==> config.mk <==
export PLATFORM = sky130hd
export DESIGN_NAME = m_64spi
export DESIGN_NICKNAME = d
export VERILOG_FILES = /design/src/rtl/spi_pkg.sv /design/src/rtl/m_spi_control.sv /design/src/rtl/m_64spi.sv
export SDC_FILE = /design/constraint.sdc
export NUM_CORES = 1
export LEC_CHECK = 0
export BUFFER_PORTS_ARGS = -buffer_cell sky130_fd_sc_hd__buf_2
export CORE_AREA = 2 2 166 168
export CTS_CLUSTER_DIAMETER = 30
export CTS_CLUSTER_SIZE = 20
export DETAILED_ROUTE_END_ITERATION = 10
export DIE_AREA = 0 0 168 170
export GPL_TIMING_DRIVEN = 0
export PLACE_DENSITY = 0.63
export SLEW_MARGIN = 20
export SYNTH_ARGS = -nofsm -noshare
export SYNTH_HDL_FRONTEND = slang
export SYNTH_HIERARCHICAL = 1
export SYNTH_SLANG_ARGS = --single-unit
==> constraint.sdc <==
create_clock -name clk_i -period 2.43 [get_ports clk_i]
set_input_delay 0.486 -clock clk_i [delete_from_list [all_inputs] [get_ports clk_i]]
set_output_delay 0.486 -clock clk_i [all_outputs]
set_load 0.02 [all_outputs]
==> src/rtl/spi_pkg.sv <==
// Shared constants for the 64-bit SPI master: frame width, SPI mode and FSM encodings.
package spi_pkg;

    localparam int DATA_LENGTH = 32;
    localparam int WORD_LENGTH = 2 * DATA_LENGTH;

    // Only mode 0 is implemented: SCLK idles low, data sampled on the leading edge.
    localparam logic CPOL = 1'b0;
    localparam logic CPHA = 1'b0;

    // Per-frame phases, owned by the frame engine.
    typedef enum logic [2:0] {
        ST_IDLE,
        ST_SETUP,
        ST_SHIFT,
        ST_TRAIL
    } state_t;

    // Word-level sequencing, owned by the top level.
    typedef enum logic [1:0] {
        SEQ_IDLE,
        SEQ_FRAME,
        SEQ_GAP,
        SEQ_DONE
    } seq_t;

    // Width of a counter that runs 0..n-1 (never narrower than one bit).
    function automatic int cnt_width(input int n);
        return (n > 1) ? $clog2(n) : 1;
    endfunction

endpackage

==> src/rtl/m_spi_control.sv <==
// Single-frame SPI mode-0 engine: SETUP, DATA_LEN SCLK periods, TRAIL; 66*CLK_DIV cycles per frame.
// load_i is only honoured while idle; busy_o drops in the final TRAIL cycle so the sequencer can act on the next edge.
module m_spi_control
    import spi_pkg::*;
#(
    parameter int DATA_LEN = DATA_LENGTH,
    parameter int CLK_DIV  = 4
) (
    input  logic                clk_i,
    input  logic                rst_ni,
    input  logic                load_i,
    input  logic [DATA_LEN-1:0] data_i,
    output logic [DATA_LEN-1:0] data_o,
    output logic                busy_o,
    output logic                sclk_o,
    output logic                mosi_o,
    output logic                ss_o,
    input  logic                miso_i
);

    localparam int DW = cnt_width(CLK_DIV);
    localparam int BW = cnt_width(DATA_LEN);
    localparam logic [DW-1:0] DIV_LAST = DW'(CLK_DIV - 1);
    localparam logic [BW-1:0] BIT_LAST = BW'(DATA_LEN - 1);

    state_t              phase_q;
    logic [DW-1:0]       div_q;
    logic [BW-1:0]       bit_q;
    logic [DATA_LEN-1:0] tx_q;
    logic [DATA_LEN-1:0] rx_q;
    logic                sclk_q;
    logic                ss_q;
    logic                div_end;

    assign div_end = (div_q == DIV_LAST);

    always_ff @(posedge clk_i or negedge rst_ni) begin
        if (!rst_ni) begin
            phase_q <= ST_IDLE;
            div_q   <= '0;
            bit_q   <= '0;
            tx_q    <= '0;
            rx_q    <= '0;
            sclk_q  <= CPOL;
            ss_q    <= 1'b1;
        end else begin
            case (phase_q)
                ST_IDLE: begin
                    if (load_i) begin
                        phase_q <= ST_SETUP;
                        div_q   <= '0;
                        bit_q   <= '0;
                        tx_q    <= data_i;
                        sclk_q  <= CPOL;
                        ss_q    <= 1'b0;
                    end
                end
                ST_SETUP: begin
                    if (div_end) begin
                        phase_q <= ST_SHIFT;
                        div_q   <= '0;
                        sclk_q  <= ~CPOL;
                        rx_q    <= {rx_q[DATA_LEN-2:0], miso_i};
                    end else begin
                        div_q <= div_q + 1'b1;
                    end
                end
                ST_SHIFT: begin
                    if (div_end) begin
                        div_q <= '0;
                        if (sclk_q != CPOL) begin
                            // Falling edge: present the next bit, but leave the last one in place.
                            sclk_q <= CPOL;
                            if (bit_q != BIT_LAST) begin
                                tx_q <= {tx_q[DATA_LEN-2:0], 1'b0};
                            end
                        end else if (bit_q == BIT_LAST) begin
                            phase_q <= ST_TRAIL;
                        end else begin
                            bit_q  <= bit_q + 1'b1;
                            sclk_q <= ~CPOL;
                            rx_q   <= {rx_q[DATA_LEN-2:0], miso_i};
                        end
                    end else begin
                        div_q <= div_q + 1'b1;
                    end
                end
                ST_TRAIL: begin
                    if (div_end) begin
                        phase_q <= ST_IDLE;
                        div_q   <= '0;
                        tx_q    <= '0;
                        ss_q    <= 1'b1;
                    end else begin
                        div_q <= div_q + 1'b1;
                    end
                end
                default: phase_q <= ST_IDLE;
            endcase
        end
    end

    assign data_o = rx_q;
    assign busy_o = (phase_q != ST_IDLE) && !((phase_q == ST_TRAIL) && div_end);
    assign sclk_o = sclk_q;
    assign mosi_o = tx_q[DATA_LEN-1];
    assign ss_o   = ss_q;

endmodule

==> src/rtl/m_64spi.sv <==
// 64-bit SPI master: two 32-bit frames (low half first) separated by an SS-high gap; done 1+132*CLK_DIV+SS_GAP cycles after start.
// start is ignored while status_o is high (never queued); out_i is captured once per accepted start.
module m_64spi
    import spi_pkg::*;
#(
    parameter int CLK_DIV = 4,
    parameter int SS_GAP  = 8
) (
    input  logic                   clk_i,
    input  logic                   reset_ni,
    input  logic                   start_i,
    input  logic [WORD_LENGTH-1:0] out_i,
    output logic [WORD_LENGTH-1:0] in_o,
    output logic                   status_o,
    output logic                   done_o,
    output logic                   sclk_o,
    output logic                   mosi_o,
    input  logic                   miso_i,
    output logic                   ss_o
);

    if (CLK_DIV < 2) begin : g_bad_div
        $error("CLK_DIV must be at least 2");
    end
    if (SS_GAP < 4) begin : g_bad_gap
        $error("SS_GAP must be at least 4");
    end
    if (CPOL != 1'b0 || CPHA != 1'b0) begin : g_bad_mode
        $error("only SPI mode 0 is implemented");
    end

    localparam int GW = cnt_width(SS_GAP);
    // The load is registered, so it is issued one cycle before the gap ends.
    localparam logic [GW-1:0] GAP_LOAD = GW'(SS_GAP - 2);
    localparam logic [GW-1:0] GAP_LAST = GW'(SS_GAP - 1);

    seq_t                   seq_q;
    logic [WORD_LENGTH-1:0] tx_q;
    logic [WORD_LENGTH-1:0] in_q;
    logic [DATA_LENGTH-1:0] rx_lo_q;
    logic [GW-1:0]          gap_q;
    logic                   idx_q;
    logic                   load_q;
    logic                   status_q;
    logic                   done_q;

    logic [DATA_LENGTH-1:0] frame_tx;
    logic [DATA_LENGTH-1:0] frame_rx;
    logic                   frame_busy;

    assign frame_tx = idx_q ? tx_q[WORD_LENGTH-1:DATA_LENGTH] : tx_q[DATA_LENGTH-1:0];

    m_spi_control #(
        .DATA_LEN (DATA_LENGTH),
        .CLK_DIV  (CLK_DIV)
    ) u_ctrl (
        .clk_i  (clk_i),
        .rst_ni (reset_ni),
        .load_i (load_q),
        .data_i (frame_tx),
        .data_o (frame_rx),
        .busy_o (frame_busy),
        .sclk_o (sclk_o),
        .mosi_o (mosi_o),
        .ss_o   (ss_o),
        .miso_i (miso_i)
    );

    always_ff @(posedge clk_i or negedge reset_ni) begin
        if (!reset_ni) begin
            seq_q    <= SEQ_IDLE;
            tx_q     <= '0;
            in_q     <= '0;
            rx_lo_q  <= '0;
            gap_q    <= '0;
            idx_q    <= 1'b0;
            load_q   <= 1'b0;
            status_q <= 1'b0;
            done_q   <= 1'b0;
        end else begin
            load_q <= 1'b0;
            done_q <= 1'b0;
            case (seq_q)
                // The done cycle accepts a new start exactly like idle.
                SEQ_IDLE, SEQ_DONE: begin
                    if (start_i) begin
                        seq_q    <= SEQ_FRAME;
                        tx_q     <= out_i;
                        idx_q    <= 1'b0;
                        load_q   <= 1'b1;
                        status_q <= 1'b1;
                    end else begin
                        seq_q <= SEQ_IDLE;
                    end
                end
                SEQ_FRAME: begin
                    if (!load_q && !frame_busy) begin
                        if (!idx_q) begin
                            seq_q   <= SEQ_GAP;
                            gap_q   <= '0;
                            rx_lo_q <= frame_rx;
                        end else begin
                            seq_q    <= SEQ_DONE;
                            in_q     <= {frame_rx, rx_lo_q};
                            done_q   <= 1'b1;
                            status_q <= 1'b0;
                        end
                    end
                end
                SEQ_GAP: begin
                    gap_q <= gap_q + 1'b1;
                    if (gap_q == GAP_LOAD) begin
                        idx_q  <= 1'b1;
                        load_q <= 1'b1;
                    end
                    if (gap_q == GAP_LAST) begin
                        seq_q <= SEQ_FRAME;
                    end
                end
                default: seq_q <= SEQ_IDLE;
            endcase
        end
    end

    assign in_o     = in_q;
    assign status_o = status_q;
    assign done_o   = done_q;

    a_ss_sclk: assert property (@(posedge clk_i) disable iff (!reset_ni) ss_o |-> !sclk_o);
    a_done_idle: assert property (@(posedge clk_i) disable iff (!reset_ni) done_o |-> !status_o);

endmodule

==> flow_metrics.py <==
metrics = {
    "routing": {
        "drc_errors": 0,
        "finalWirelength_um": 21600,
        "final_antenna_net_count": 0,
        "vias_per_cell": 4.96,
        "avgRoutedWirePerCell_um": 16.2,
        "drt_iter0_drc": 302,
        "vias": 6602,
        "dr.pass1.iters": 4,
    },
    "cells_and_area": {
        "drive_above_1_share_pct": 54.3,
        "fin_cells": 1332,
        "n_fill_cell": 2291,
        "diodes": 0,
        "postLayoutCoreUtil_pct": 51.9,
        "area_growth_pct": 30.4,
        "nets": 1027,
    },
    "logic_synthesis": {
        "synth_edf_count": 0,
        "synth_top_area_cell": "dfrtp_1",
        "synth_top_area_share_pct": 57.4,
        "syn_avg_cell_area_um2": 14.2,
        "synth.distinct_cells": 46,
        "syn_nets": 828,
        "async_flop_share_pct": 100,
        "synth_most_common_cell": "dfrtp_1",
        "ys.flop_type": "dfrtp_1",
        "ys_seq_area_share_pct": 57.6,
        "synthCells": 746,
        "syn_area_um2": 10600,
        "synthTopCellsByArea": "dfrtp_1 57%, mux2_2 21%, mux2_4 4.4%, a21oi_2 2.4%, nor3b_1 2.1%",
        "synth_common_cells": "243 x dfrtp_1, 195 x mux2_2, 40 x a21oi_1",
        "synth_seq_cells": 244,
        "ys_warn_count": 6,
    },
    "timing": {
        "max_slew_margin_pct": 46.6,
        "fin_crit_sh_pct": 94.6,
        "tightest_slew_ns": 0.800,
        "finalClockSkew_ns": 0.0173,
        "drv_slew": 0,
        "fmax_mhz": 435,
        "finalSetupViolations": 0,
        "layout_setup_ws_ns": 0.132,
        "fin_crit_ns": 2.30,
        "hold_viol_final": 0,
        "rsz0062_at_grt": "no",
    },
    "critical_path": {
        "crit_type": "reg -> reg",
        "start_kind": "register",
        "cp_max_fo": 6,
        "critPathMostFrequentCell": "ha_1",
        "critPathMaxStageDelay_ns": 0.61,
        "cp_slowest_cell": "or4b_2",
        "endpoint_kind": "register",
        "required_ns": 2.92,
        "startpoint": "u_ctrl/bit_q[0]",
        "r2r_start": "u_ctrl/bit_q[0]",
        "crit_chain": "ha_1, and3_1, ha_1, nor3b_4, nand4_1, or4b_2, nand3_1",
        "rr_worst_depth": 7,
        "arrival_ns": 2.78,
    },
    "die": {
        "fp.dieW_um": 168,
        "dieHeight_um": 170,
        "initial_core_util_pct": 39.8,
        "io_pins": 137,
        "rows": 60,
        "core_area_um2": 26700,
        "die_area_um2": 28600,
    },
    "pwr": {
        "powerDensity_nw_per_um2": 873,
        "vdd_drop_max_mv": 0.780,
        "power_leakage_uw": 0.00696,
    },
    "worst_hold_path": {
        "hp-start": "out_i[3]",
        "hold_depth": 2,
        "hp-class": "in -> reg",
    },
    "placement": {
        "dp_cells": 1225,
        "dp_hpwl_um": 14200,
        "dp_slack_ns": -0.544,
        "port_buffers": 136,
        "gp_congestion": 0.729,
    },
    "clocking": {
        "clock_path_buffers": 3,
        "cts_buffers": 56,
        "ctsRootBufferMaster": "clkbuf_16",
        "clk_latency_ns": 0.55,
        "htree_levels": 2,
        "cts.reportedPaths.clkPinSlew_ns": 0.05,
        "cts_sinks": 244,
        "cts_tree": "done",
    },
    "flow_run": {
        "maxCapViolations": 0,
    },
    "global_routing": {
        "grt_pass1_wl_um": 35600,
        "grt_pass1_vias": 6924,
        "grt_max_degree": 91,
        "grt_use_total_pct": 15.4,
        "grt_overflow": 0,
        "antenna_found_initial": 0,
    },
    "run_status": {
        "status": "complete, no violations",
    },
}
-- critical path, delay by kind of cell, from the launching register on --
kind | cells | cell delay, ns
and+or+nand+nor | 5 | 1.36
adders and majority gates | 2 | 0.47
DFF | 1 | 0.40
-- cells in the final DEF (no fill, tap or decap), types with 3 or more instances in the layout --
master	synthesis	final
clkbuf_16	0	57
buf_2	14	148
mux2i_1	5	5
nand2b_1	4	4
nand2_1	7	7
ha_1	14	12
clkinv_4	0	3
clkbuf_8	0	8
inv_1	13	13
nand3_1	6	6
nor2b_1	4	4
buf_6	7	7
buf_8	3	4
buf_4	4	8
nor3b_1	30	30
nor2_2	3	3
clkinv_2	0	13
inv_6	0	3
bufinv_16	0	10
mux2_4	31	31
dfrtp_1	243	241
a22oi_1	3	3
clkbuf_1	16	22
mux2_2	195	195
nor2_1	33	33
a21oi_1	40	40
nand4_1	4	4
o21ai_0	11	11
a21oi_2	29	29
-- sequential cells by signal (all words and copies together) (netlist names), 3 cells and up --
signal and count:
in_o 64, tx_q 64, rx_lo_q 32, u_ctrl/data_o 32, u_ctrl/tx_q 32, u_ctrl/bit_q 5, gap_q 3
-- path summary, 6_finish.rpt --
kind | to | slack [ns]
max | u_ctrl/bit_q[3] | 0.13
min | tx_q[3] | 0.17
max reg2reg | u_ctrl/bit_q[3] | 0.13
min reg2reg | in_o[19] | 0.50
max in group asynchronous | u_ctrl/data_o[9] | 1.07
min in group asynchronous | rx_lo_q[24] | 0.50
-- per-layer routing --
metal  up-vias  share of wire (%)  global-route usage, %
li1       3077                  -                      -
met1      3309                 46                   20.5
met2       168                 46                   24.5
met3        48                5.3                   3.51
met4         0                2.5                   6.35
met5         -                  0                      0
-- through the flow --
step | power (µW) | TNS [ns] | hold WS [ns] | cell area, µm²
6_report | 12100 | 0 | 0.168 | 13800
5_1_grt | 12500 | 0 | 0.157 | 13800
4_1_cts | 12200 | 0 | 0.147 | 13800
3_5_place_dp | 4310 | -41.36 | 0.479 | 11800
3_3_place_gp | 4300 | -908.02 | 0.475 | 11700
2_1_floorplan | 4160 | 0 | 0.190 | 10600
-- final cells by class --
cell class	instances	area (µm²)	area share (%)
inverters	13	48.8	0.353
plain buffers	44	290	2.10
flip-flops and latches	244	6110	44.2
clock inverters	31	433	3.13
repair buffers	142	778	5.63
clock buffers	73	1570	11.3
well taps	341	427	3.08
multi-input cells	444	4180	30.2
-- repair_timing --
| item | in CTS | in global routing |
|---|---|---|
| setup buffers | 2 | 1 |
| gates resized for setup | 5 | 4 |
| gates cloned | 0 | 0 |
| hold buffers | 1 | 0 |
| endpoints found under the setup margin | 134 | 43 |
| hold endpoints to repair | 74 | 0 |
| pin swaps | 1 | 1 |
-- kinds of logic (layout without fill, tap and decap cells) --
logic type	count (synthesis)	count (layout)	synth area share [%]
AOI/OAI and AO/OA	95	95	6.09
adders and majority gates	14	14	1.65
buffers and inverters	58	303	3.17
DFF	244	244	57.6
muxes	231	231	25.6
and+or+nand+nor	104	104	5.91
-- where the power goes --
group | internal [µW] | total, µW | switching, µW
logic | 55.3 | 153 | 97.9
clock network | 5550 | 7840 | 2290
registers | 4080 | 4090 | 5.74
total | 9690 | 12100 | 2390
Note: power is estimated with default switching activity, not from simulation.
